### src/rtl/pulse_hold_if.sv
// Control/status bundle between pulse_hold_gen and the logic driving its
// switch, write and auto-repeat inputs.
interface pulse_hold_if #(
  parameter int unsigned N_SW = 4
) ();
  logic            write;
  logic            auto_en;
  logic [N_SW-1:0] sw;
  logic            out;
  logic            tick;
  logic            done;
  logic            busy;

  modport master (output write, auto_en, sw, input out, tick, done, busy);
  modport slave  (input write, auto_en, sw, output out, tick, done, busy);
endinterface

### src/rtl/pulse_hold_gen.sv
// Hold-pulse generator: a write edge (or auto mode) produces an output pulse
// lasting the weighted sum of the selected switches, measured in divider ticks.
module pulse_hold_gen #(
  parameter int unsigned            N_SW      = 4,
  parameter int unsigned            CNT_W     = 10,
  parameter int unsigned            DIV       = 5208,
  parameter logic [N_SW*CNT_W-1:0]  WEIGHTS   = {10'd54, 10'd87, 10'd120, 10'd131},
  parameter int unsigned            GAP_TICKS = 16
) (
  input  logic         sysclk,
  input  logic         rst,
  pulse_hold_if.slave  bus_if
);

  localparam int unsigned DIV_W = (DIV > 1) ? $clog2(DIV) : 1;
  localparam int unsigned SUM_W = CNT_W + 3;
  localparam logic [DIV_W-1:0] DIV_LAST = DIV_W'(DIV - 1);
  localparam logic [CNT_W-1:0] GAP_LAST = CNT_W'(GAP_TICKS - 1);

  typedef enum logic [1:0] {
    ST_IDLE,
    ST_HOLD,
    ST_GAP,
    ST_FIN
  } state_e;

  state_e             state_q, state_d;
  logic [DIV_W-1:0]   div_q, div_d;
  logic               tick_q, tick_d;
  logic [CNT_W-1:0]   cnt_q, cnt_d;
  logic [CNT_W-1:0]   total_q, total_d;
  logic               out_q, out_d;
  logic               done_q, done_d;
  logic               busy_q, busy_d;
  logic               req_q, req_d;
  logic               write_q;

  logic [SUM_W-1:0]   sum_c;
  logic [CNT_W-1:0]   total_c;
  logic               sw_any_c;
  logic               write_edge_c;
  logic               req_pend_c;

  // Tick divider: tick_q is high for the cycle in which the count sits at DIV-1
  always_comb begin
    div_d  = (div_q == DIV_LAST) ? '0 : div_q + 1'b1;
    tick_d = (div_d == DIV_LAST);
  end

  // Weighted switch total, saturated to the counter range
  always_comb begin
    sum_c = '0;
    for (int i = 0; i < N_SW; i++) begin
      if (bus_if.sw[i]) begin
        sum_c = sum_c + SUM_W'(WEIGHTS[i*CNT_W +: CNT_W]);
      end
    end
    total_c = (sum_c[SUM_W-1:CNT_W] != '0) ? '1 : sum_c[CNT_W-1:0];
  end

  assign sw_any_c     = |bus_if.sw;
  assign write_edge_c = bus_if.write & ~write_q;
  // An edge arriving on the same cycle as an IDLE tick still counts as a request
  assign req_pend_c   = req_q | write_edge_c;

  always_comb begin
    state_d = state_q;
    cnt_d   = cnt_q;
    total_d = total_q;
    out_d   = out_q;
    done_d  = 1'b0;
    req_d   = req_q;

    if ((state_q == ST_IDLE) && write_edge_c) begin
      req_d = 1'b1;
    end

    if (tick_q) begin
      case (state_q)
        ST_IDLE: begin
          req_d = 1'b0;
          if ((req_pend_c || bus_if.auto_en) && sw_any_c) begin
            total_d = total_c;
            cnt_d   = '0;
            out_d   = 1'b1;
            state_d = ST_HOLD;
          end
        end
        ST_HOLD: begin
          if (cnt_q == total_q - 1'b1) begin
            cnt_d   = '0;
            out_d   = 1'b0;
            done_d  = 1'b1;
            state_d = bus_if.auto_en ? ST_GAP : ST_FIN;
          end else begin
            cnt_d = cnt_q + 1'b1;
          end
        end
        ST_GAP: begin
          if (cnt_q == GAP_LAST) begin
            cnt_d = '0;
            if (bus_if.auto_en && sw_any_c) begin
              total_d = total_c;
              out_d   = 1'b1;
              state_d = ST_HOLD;
            end else begin
              state_d = ST_IDLE;
            end
          end else begin
            cnt_d = cnt_q + 1'b1;
          end
        end
        ST_FIN: begin
          if (!bus_if.write) begin
            state_d = ST_IDLE;
          end
        end
        default: state_d = ST_IDLE;
      endcase
    end

    busy_d = (state_d != ST_IDLE);
  end

  always_ff @(posedge sysclk or posedge rst) begin
    if (rst) begin
      state_q <= ST_IDLE;
      div_q   <= '0;
      tick_q  <= 1'b0;
      cnt_q   <= '0;
      total_q <= '0;
      out_q   <= 1'b0;
      done_q  <= 1'b0;
      busy_q  <= 1'b0;
      req_q   <= 1'b0;
      write_q <= 1'b0;
    end else begin
      state_q <= state_d;
      div_q   <= div_d;
      tick_q  <= tick_d;
      cnt_q   <= cnt_d;
      total_q <= total_d;
      out_q   <= out_d;
      done_q  <= done_d;
      busy_q  <= busy_d;
      req_q   <= req_d;
      write_q <= bus_if.write;
    end
  end

  assign bus_if.out  = out_q;
  assign bus_if.tick = tick_q;
  assign bus_if.done = done_q;
  assign bus_if.busy = busy_q;

endmodule

### src/flat_wrapper.sv
// flat-port wrapper written by rule: the top's interface ports become plain ports
module pulse_hold_gen_flat 
#(
  parameter int unsigned            N_SW      = 4,
  parameter int unsigned            CNT_W     = 10,
  parameter int unsigned            DIV       = 5208,
  parameter logic [N_SW*CNT_W-1:0]  WEIGHTS   = {10'd54, 10'd87, 10'd120, 10'd131},
  parameter int unsigned            GAP_TICKS = 16
)
  (sysclk, rst, bus_if_write, bus_if_auto_en, bus_if_sw, bus_if_out, bus_if_tick, bus_if_done, bus_if_busy);
  pulse_hold_if #(.N_SW(N_SW)) bus_if_i ();
  input  logic sysclk;
  input  logic rst;
  input wire logic [$bits(bus_if_i.write)-1:0] bus_if_write;
  input wire logic [$bits(bus_if_i.auto_en)-1:0] bus_if_auto_en;
  input wire logic [$bits(bus_if_i.sw)-1:0] bus_if_sw;
  output wire logic [$bits(bus_if_i.out)-1:0] bus_if_out;
  output wire logic [$bits(bus_if_i.tick)-1:0] bus_if_tick;
  output wire logic [$bits(bus_if_i.done)-1:0] bus_if_done;
  output wire logic [$bits(bus_if_i.busy)-1:0] bus_if_busy;
  assign bus_if_i.write = bus_if_write;
  assign bus_if_i.auto_en = bus_if_auto_en;
  assign bus_if_i.sw = bus_if_sw;
  assign bus_if_out = bus_if_i.out;
  assign bus_if_tick = bus_if_i.tick;
  assign bus_if_done = bus_if_i.done;
  assign bus_if_busy = bus_if_i.busy;
  pulse_hold_gen #(.N_SW(N_SW), .CNT_W(CNT_W), .DIV(DIV), .WEIGHTS(WEIGHTS), .GAP_TICKS(GAP_TICKS)) u_core (.sysclk(sysclk), .rst(rst), .bus_if(bus_if_i));
endmodule
### config.mk
export PLATFORM = sky130hd
export DESIGN_NAME = pulse_hold_gen_flat
export DESIGN_NICKNAME = d
export VERILOG_FILES = /design/src/rtl/pulse_hold_if.sv /design/src/rtl/pulse_hold_gen.sv /design/src/flat_wrapper.sv
export SDC_FILE = /design/constraint.sdc
export NUM_CORES = 1
export LEC_CHECK = 0
export CORE_MARGIN = 5
export CORE_UTILIZATION = 40
export DETAILED_ROUTE_END_ITERATION = 6
export DONT_BUFFER_PORTS = 1
export SLEW_MARGIN = 0
export SYNTH_ARGS = -nofsm -noshare
export SYNTH_HDL_FRONTEND = slang
export SYNTH_SLANG_ARGS = --single-unit
### constraint.sdc
create_clock -name sysclk -period 2.2 [get_ports sysclk]
set_input_delay 0.33 -clock sysclk [delete_from_list [all_inputs] [get_ports sysclk]]
set_output_delay 0.33 -clock sysclk [all_outputs]
set_load 0.01 [all_outputs]
==> results_dict.tcl, run 1 <==
set metrics [dict create \
    outcome "finished with violations" \
    violations "setup timing" \
    synth_area_sq_mm 0.00300 \
    fmax_ghz 0.433 \
    totalNegativeSetupSlack_ps -1150 \
    die_h_um 96.6 \
    cts_tree "built" \
    drc 0 \
    grt_pass1_wl_mm 12.0 \
    seq_area_sq_mm 0.00103 \
    synthSimpleGateAreaFrac 0.265 \
    first_pass_iters 4 \
    ys_async_sr_fraction 1.00 \
    synthAdderAreaFrac 0.0609 \
    grt_pass1_vias 2454 \
    dp_hpwl_mm 5.20 \
    period_share 1.05 \
    drive_gt1_frac 0.286 \
    crit_path_end_kind "flip-flop" \
    synth_cell_types 61 \
    criticalPathCategory "reg -> reg" \
    io_buffers 0 \
    ir_worst_vdd_mv 0.446 \
    multi_input_area_sq_mm 0.00200 \
    clkTransAtPathRegs_ps 80 \
    cts_max_level 2 \
    crit_path_start_kind "flip-flop" \
    start_util 0.411 \
    coreArea_sq_mm 0.00729 \
    tightest_slew_ps 1070 \
    p_total_mw 1.43 \
    final_util 0.519 \
    hold_path.class "in -> async" \
    drt_iter0_drc 181 \
    grt_max_degree 32 \
    ys_warn_count 0 \
    final_cells 494 \
    whs_ps 47.3 \
    cts_sinks 41 \
    rows 31 \
    maxCapViolations 0 \
    setup_viol 21 \
    static-leakage-power_nw 1.58 \
    cts-root-buf "clkbuf_8" \
    die_area_sq_mm 0.00933 \
    synthMuxAreaShare 0.0100 \
    yosysTopAreaCellShare 0.342 \
    synth_top_family_by_area "simple AND/OR/NAND/NOR gates" \
    yosys-top-cells-area "dfrtp_1, ha_1, nand2_1" \
    synth_edf_count 0 \
    min_period_ps 2310 \
    syn2layout_area_growth_pct 26.1 \
    synth_most_common_cell "nand2_1" \
    r2r-start "u_core.cnt_q[6]" \
    fin_nets 416 \
    required_ps 2370 \
    cp.arrival_ps 2480 \
    fp.dieW_um 96.6 \
    synth-seq-area-share 0.342 \
    timing.rr.end "u_core.total_q[9]" \
    diodes 0 \
    dp.cells 477 \
    synth-compound-area-share 0.212 \
    num_vias 2651 \
    rsz0062_at_grt "yes" \
    ff2ff_path_depth 6 \
    wl_per_cell_um 14.4 \
    synthTopCellsByCount "nand2_1, dfrtp_1, o21ai_0, nor2_1, a21oi_1" \
    antenna_left 0 \
    setup_ws_ps -110 \
    ctsLongestPathBuffers 2 \
    antenna_found_initial 0 \
    vias_per_cell 5.37 \
    hold_buffers 0 \
    powerDensity_mw_per_mm2 379 \
    ys_seq_elements 41 \
    gp_congestion 0.815 \
    grt-ovfl-total 0 \
    syn_inst 344 \
    track_usage 0.165 \
    pre_cts_ws_ps -147 \
    synth.avg_cell_area_sq_um 8.72 \
    rrSetupSlack_ps -110 \
    slew_headroom 0.284 \
    nFillCells 721 \
    clock_skew_ps 14.3 \
    yosysTopAreaCell "dfrtp_1" \
    synth-main-ff-cell "dfrtp_1" \
    insertion_delay_ps 290 \
    cts_made_buffers 5 \
    io_pins 12 \
    placedInstanceArea_sq_mm 0.00345 \
    synthXorXnorAreaFrac 0.0672 \
    worstPathMaxFanout 8 \
    synthesis.nets 366 \
    slew_viol_final 0 \
    hold_viol 0 \
    wl_mm 7.10 \
    fin_area_sq_mm 0.00378 \
]
-- layer usage --
metal | global-route usage | vias to the layer above | wire, um
met5 | 0 | - | 0
met4 | 0.0350 | 0 | 94
met3 | 0.0372 | 8 | 181
met2 | 0.263 | 33 | 3440
met1 | 0.229 | 1264 | 3380
li1 | - | 1346 | -
-- worst max-delay path: stages (launching register included) --
cell and delay [ps]:
dfrtp_1 370, or4_1 520, or4_4 470, o21ai_2 150, nand3_2 110, o21bai_4 250
mux2_4 320
-- what timing repair did --
item                       4_1_cts  5_1_grt
gates resized for setup          7       28
buffers inserted                 5        2
cloned                           2        0
setup endpoints to repair       19       26
pin swaps                        6       22
-- power by group --
| part | leakage (nW) | total, mW | switching (mW) | internal, mW |
|---|---|---|---|---|
| registers | 0.499 | 0.754 | 0.000207 | 0.754 |
| logic | 1.03 | 0.0690 | 0.0452 | 0.0238 |
| clock network | 0.0543 | 0.611 | 0.271 | 0.340 |
| total | 1.58 | 1.43 | 0.316 | 1.12 |
-- logic make-up (layout without fill, tap and decap cells) --
logic type / count (synthesis) / after routing
AOI/OAI and AO/OA: 87 / 89
xor gates and xnor gates: 23 / 23
adders and majority gates: 14 / 14
buffers and inverters: 30 / 79
DFF: 41 / 41
muxes: 2 / 2
and+or+nand+nor: 147 / 147
-- how the worst max path moves through the flow --
stage                            startpoint            endpoint  slack [ps]  cells after the start
after floorplan           u_core.total_q[4]  u_core.bus_if.busy         -60                      7
after CTS                   u_core.cnt_q[6]   u_core.total_q[9]        -100                      6
after detailed placement  u_core.total_q[2]  u_core.bus_if.busy        -150                      7
after global placement    u_core.total_q[2]  u_core.bus_if.busy         -70                      7
final                       u_core.cnt_q[6]   u_core.total_q[9]        -110                      6
after global routing      u_core.total_q[0]     u_core.cnt_q[8]        -210                     12
-- state kept, by name, summed over array words and instances, names as in the netlist, 2 cells and up --
signal and cells:
u_core.cnt_q 10, u_core.div_q 13, u_core.state_q 2, u_core.total_q 10
-- cells in the final DEF, fill, tap and decap left out, types with 9 or more instances in the layout --
cell,n
a21oi_1,17
and3_1,13
buf_4,50
dfrtp_1,41
ha_1,12
inv_1,11
nand2_1,38
nand3_1,13
nor2_1,21
o21ai_0,20
o21ai_1,10
xnor2_1,13
xor2_1,9
-- cell type report --
type / instances / area share
Clock inverter: 3 / 0.0122
Multi-Input combinational cell: 275 / 0.529
Timing Repair Buffer: 57 / 0.122
Clock buffer: 5 / 0.0182
Inverter: 14 / 0.0139
Sequential cell: 41 / 0.271
Tap cell: 99 / 0.0327
(Power assumes the default switching activity.)
==> inputs of run 2 (changes only) <==
--- a/config.mk
+++ b/config.mk
@@ -9,6 +9,7 @@
 export CORE_UTILIZATION = 40
 export DETAILED_ROUTE_END_ITERATION = 6
 export DONT_BUFFER_PORTS = 1
+export REMOVE_ABC_BUFFERS = 1
 export SLEW_MARGIN = 0
 export SYNTH_ARGS = -nofsm -noshare
 export SYNTH_HDL_FRONTEND = slang
==> run 2 against run 1 <==
The flow still finishes with violations (setup timing); combinational power is 4.2% higher; global-route usage is 1.1 points higher; sequential cell count stayed put; worst hold slack worse by 17 ps; via count is 2.0% higher; die area stayed put; cell area is 1.3% higher; first-iteration DRC count is 33% lower; routed wire length is 3.5% higher; non-clock buffer count is 3 higher; core utilization is 0.69 points higher; cell count is 0.61% higher; critical path type unchanged; critical endpoint is now u_core.total_q[0].
==> results_dict.tcl, run 2 (synthesis gave the netlist of run 1 again) <==
set metrics [dict create \
    cts_sinks 41 \
    rows 31 \
    nFillCells 682 \
    final_cell_mix "buf_4, dfrtp_1, nand2_1, nor2_1, o21ai_0" \
    final_common_cell "buf_4" \
    track_usage 0.176 \
    static-leakage-power_nw 1.61 \
    drc 0 \
    drt_iter0_drc 122 \
    violations "setup timing" \
    criticalPathCategory "reg -> reg" \
    wl_per_cell_um 14.8 \
    start_util 0.411 \
    wl_mm 7.35 \
    crit_path_start_kind "flip-flop" \
    io_pins 12 \
    final_cells 497 \
    slowest_delay_ps 570 \
    grt-ovfl-total 0 \
    drive_gt1_frac 0.304 \
    crit_path_end_kind "flip-flop" \
    ctsLongestPathBuffers 2 \
    clkTransAtPathRegs_ps 100 \
    dp.cells 481 \
    final_util 0.526 \
    antenna_found_initial 0 \
    whs_ps 30.1 \
    outcome "finished with violations" \
    syn2layout_area_growth_pct 27.8 \
    required_ps 2400 \
    cts_tree "built" \
    insertion_delay_ps 310 \
    rsz0062_at_grt "yes" \
    slew_headroom 0.598 \
    worstPathMaxFanout 7 \
    hold_path.class "in -> reg" \
    powerDensity_mw_per_mm2 361 \
    hold_viol 0 \
    coreArea_sq_mm 0.00729 \
    totalNegativeSetupSlack_ps -3090 \
    maxCapViolations 0 \
    setup_viol 24 \
    grt_pass1_vias 2671 \
    dp_hpwl_mm 5.30 \
    die_h_um 96.6 \
    multi_input_area_sq_mm 0.00204 \
    min_period_ps 2410 \
    setup_ws_ps -205 \
    grt_pass1_wl_mm 12.8 \
    grt_max_degree 18 \
    slew_viol_final 0 \
    clock_skew_ps 15.9 \
    ir_worst_vdd_mv 0.197 \
    num_vias 2703 \
    first_pass_iters 5 \
    crit_path_cell_trace "or4_1 > or4_4 > o21ai_2 > nand3_2 > o21bai_4 > mux2_4" \
    gp_congestion 0.839 \
    diodes 0 \
    fmax_ghz 0.416 \
    cts-root-buf "clkbuf_8" \
    fin_nets 419 \
    fp.dieW_um 96.6 \
    io_buffers 0 \
    cts_max_level 2 \
    antenna_left 0 \
    die_area_sq_mm 0.00933 \
    tightest_slew_ps 602 \
    cp.arrival_ps 2600 \
    seq_area_sq_mm 0.00103 \
    period_share 1.09 \
    top_regs "u_core.div_q: 13 flops, u_core.cnt_q: 10 flops, u_core.total_q: 10 flops" \
    vias_per_cell 5.44 \
    cts_made_buffers 5 \
    crit_slowest_cell "or4_4" \
    largest_register "u_core.div_q" \
    largest_register_ffs 13 \
]
-- run 2: through the flow --
step                      total power [mW]  instance area [sq um]  setup WS [ps]
after floorplan                      0.817                   2920           -242
after global placement               0.838                   3460           -183
after detailed placement             0.839                   3460           -213
after CTS                             1.40                   3710           -156
after global routing                  1.43                   3830           -249
final                                 1.39                   3830           -205
-- run 2: worst paths after layout --
| check | startpoint | endpoint | slack, ps | depth (start not counted) |
|---|---|---|---|---|
| max reg2reg | u_core.cnt_q[7] | u_core.total_q[0] | -210 | 6 |
| max in group asynchronous | rst | u_core.cnt_q[1] | 1190 | 3 |
| max | u_core.cnt_q[7] | u_core.total_q[0] | -210 | 6 |
| min reg2reg | u_core.div_q[5] | u_core.div_q[5] | 530 | 1 |
| min in group asynchronous | rst | u_core.req_q | 440 | 2 |
| min | bus_if_write | u_core.write_q | 30 | 0 |
-- run 2: area by class of cell --
cell class | instances | share of cell area
repair buffers | 60 | 0.129
flip-flops and latches | 41 | 0.268
clock inverters | 3 | 0.00686
well taps | 99 | 0.0323
clock buffers | 5 | 0.0180
multi-input cells | 275 | 0.532
inverters | 14 | 0.0137
-- run 2: per-layer routing --
| layer | vias to the layer above | routed length [um] | global-route usage |
|---|---|---|---|
| li1 | 1356 | - | - |
| met1 | 1288 | 3490 | 0.242 |
| met2 | 52 | 3490 | 0.285 |
| met3 | 7 | 272 | 0.0279 |
| met4 | 0 | 99 | 0.0537 |
| met5 | - | 0 | 0 |
-- run 2: power by group --
group / switching, mW / total, mW / internal [mW]
clock: 0.323 / 0.559 / 0.236
combinational: 0.0458 / 0.0719 / 0.0261
sequential: 0.000281 / 0.754 / 0.754
total: 0.369 / 1.39 / 1.02
-- run 2: what timing repair did --
item                                   4_1_cts  5_1_grt
buffers inserted                             3        4
resized for setup                           24       32
endpoints found under the hold margin       15        0
cloned                                       2        0
pin swaps                                   24       23
hold buffers                                 1        0
setup endpoints to repair                   25       25
-- run 2: critical path: cells and delay by family, from the launching register on --
family,cells,cell delay [ps]
and+or+nand+nor,3,1190
DFF,1,410
AOI/OAI and AO/OA,2,390
muxes,1,310
==> inputs of run 3 (changes only) <==
--- a/config.mk
+++ b/config.mk
@@ -9,6 +9,7 @@
 export CORE_UTILIZATION = 40
 export DETAILED_ROUTE_END_ITERATION = 6
 export DONT_BUFFER_PORTS = 1
+export HOLD_SLACK_MARGIN = 0.15
 export REMOVE_ABC_BUFFERS = 1
 export SLEW_MARGIN = 0
 export SYNTH_ARGS = -nofsm -noshare
==> run 3 against run 2 <==
Core utilization increased by 0.27 points; clock skew is 1.6 ps higher; highest routed layer unchanged; clock power hardly changed; critical path depth stayed put; non-clock buffer count increased by 2; total power is 0.34% higher; the flow still finishes with violations (setup timing); cell area up 0.52%; combinational power up 4.3%; cell count is 0.40% higher.
==> results_dict.tcl, run 3 (synthesis gave the netlist of run 1 again) <==
set metrics [dict create \
    outcome "finished with violations" \
    violations "setup timing" \
    clkTransAtPathRegs_ps 90 \
    fin_area_sq_mm 0.00385 \
    totalNegativeSetupSlack_ps -3130 \
    drc 0 \
    tightest_slew_ps 598 \
    num_vias 2698 \
    largest_register_ffs 13 \
    final_cells 499 \
    dp.cells 481 \
    static-leakage-power_nw 1.62 \
    ir_worst_vdd_mv 0.197 \
    top_regs "u_core.div_q: 13 flops, u_core.cnt_q: 10 flops, u_core.total_q: 10 flops" \
    setup_viol 24 \
    placedInstanceArea_sq_mm 0.00346 \
    worstPathMaxFanout 7 \
    hold_path.class "in -> reg" \
    period_share 1.09 \
    antenna_found_initial 0 \
    coreArea_sq_mm 0.00729 \
    first_pass_iters 4 \
    crit_slowest_cell "or4_4" \
    clock_skew_ps 17.5 \
    crit_family "simple AND/OR/NAND/NOR gates" \
    rsz0062_at_grt "yes" \
    slew_viol_final 0 \
    powerDensity_mw_per_mm2 361 \
    final_common_cell "buf_4" \
    vias_per_cell 5.41 \
    cts_max_level 2 \
    fin_nets 421 \
    start_util 0.411 \
    whs_ps 216 \
    crit_path_cell_trace "or4_1 > or4_4 > o21ai_2 > nand3_2 > o21bai_4 > mux2_4" \
    cts_made_buffers 5 \
    slowest_delay_ps 570 \
    rows 31 \
    drt_iter0_drc 140 \
    io_pins 12 \
    syn2layout_area_growth_pct 28.5 \
    setup_ws_ps -209 \
    crit_path_end_kind "flip-flop" \
    diodes 0 \
    die_area_sq_mm 0.00933 \
    ctsLongestPathBuffers 2 \
    die_h_um 96.6 \
    critPathBufInv 0 \
    fp.dieW_um 96.6 \
    dp_hpwl_mm 5.30 \
    p_total_mw 1.39 \
    criticalPathCategory "reg -> reg" \
    grt_pass1_vias 2685 \
    drive_gt1_frac 0.303 \
    fmax_ghz 0.415 \
    wl_per_cell_um 14.8 \
    maxCapViolations 0 \
    crit_path_start_kind "flip-flop" \
    grt-ovfl-total 0 \
    final_util 0.528 \
    required_ps 2400 \
    grt_pass1_wl_mm 12.8 \
    largest_register "u_core.div_q" \
    pre_cts_ws_ps -213 \
    wl_mm 7.41 \
    track_usage 0.176 \
    io_buffers 0 \
    antenna_left 0 \
    hold_viol 0 \
    min_period_ps 2410 \
    slew_headroom 0.601 \
    gp_congestion 0.839 \
    cp.arrival_ps 2610 \
    insertion_delay_ps 320 \
    final_cell_mix "buf_4, dfrtp_1, nand2_1, nor2_1, o21ai_0" \
    cts_sinks 41 \
    grt_max_degree 18 \
    cts-root-buf "clkbuf_8" \
    cts_tree "built" \
]
run 3: cell types whose count changed in the layout (fill, tap and decap cells not counted), sizes merged:
cell / change
dlygate4sd3: +2
run 3: repair_timing:
action,CTS,global route
hold buffers,3,0
buffers inserted,3,4
gates cloned,2,0
endpoints found under the setup margin,25,25
endpoints found under the hold margin,17,0
gates resized for setup,24,32
pin swaps,24,23
run 3: layout make-up:
type,count,area [sq um]
Inverter,14,52.6
Timing Repair Buffer,62,515
Fill cell,681,3440
Clock inverter,3,26.3
Multi-Input combinational cell,275,2040
Clock buffer,5,68.8
Tap cell,99,124
Sequential cell,41,1030
run 3: path summary, 6_finish.rpt:
check | end | from | cells past startpoint | slack, ps
max | u_core.total_q[0] | u_core.cnt_q[7] | 6 | -210
min | u_core.total_q[1] | bus_if_sw[3] | 2 | 220
max reg2reg | u_core.total_q[0] | u_core.cnt_q[7] | 6 | -210
min reg2reg | u_core.div_q[5] | u_core.div_q[5] | 1 | 530
max in group asynchronous | u_core.cnt_q[1] | rst | 3 | 1190
min in group asynchronous | u_core.req_q | rst | 2 | 440
run 3: per-layer routing:
metal / wire length [um] / share of wire / track usage / vias to the layer above
met1: 3530 / 0.48 / 0.241 / 1290
met4: 99 / 0.013 / 0.0537 / 0
li1: - / - / - / 1358
met3: 229 / 0.031 / 0.0279 / 7
met5: 0 / 0 / 0 / -
met2: 3550 / 0.48 / 0.287 / 43
run 3: report_power, final:
group	switching, mW	leakage [nW]	internal [mW]
Combinational	0.0465	1.07	0.0285
Sequential	0.000287	0.499	0.754
Clock	0.324	0.0495	0.236
Total	0.371	1.62	1.02
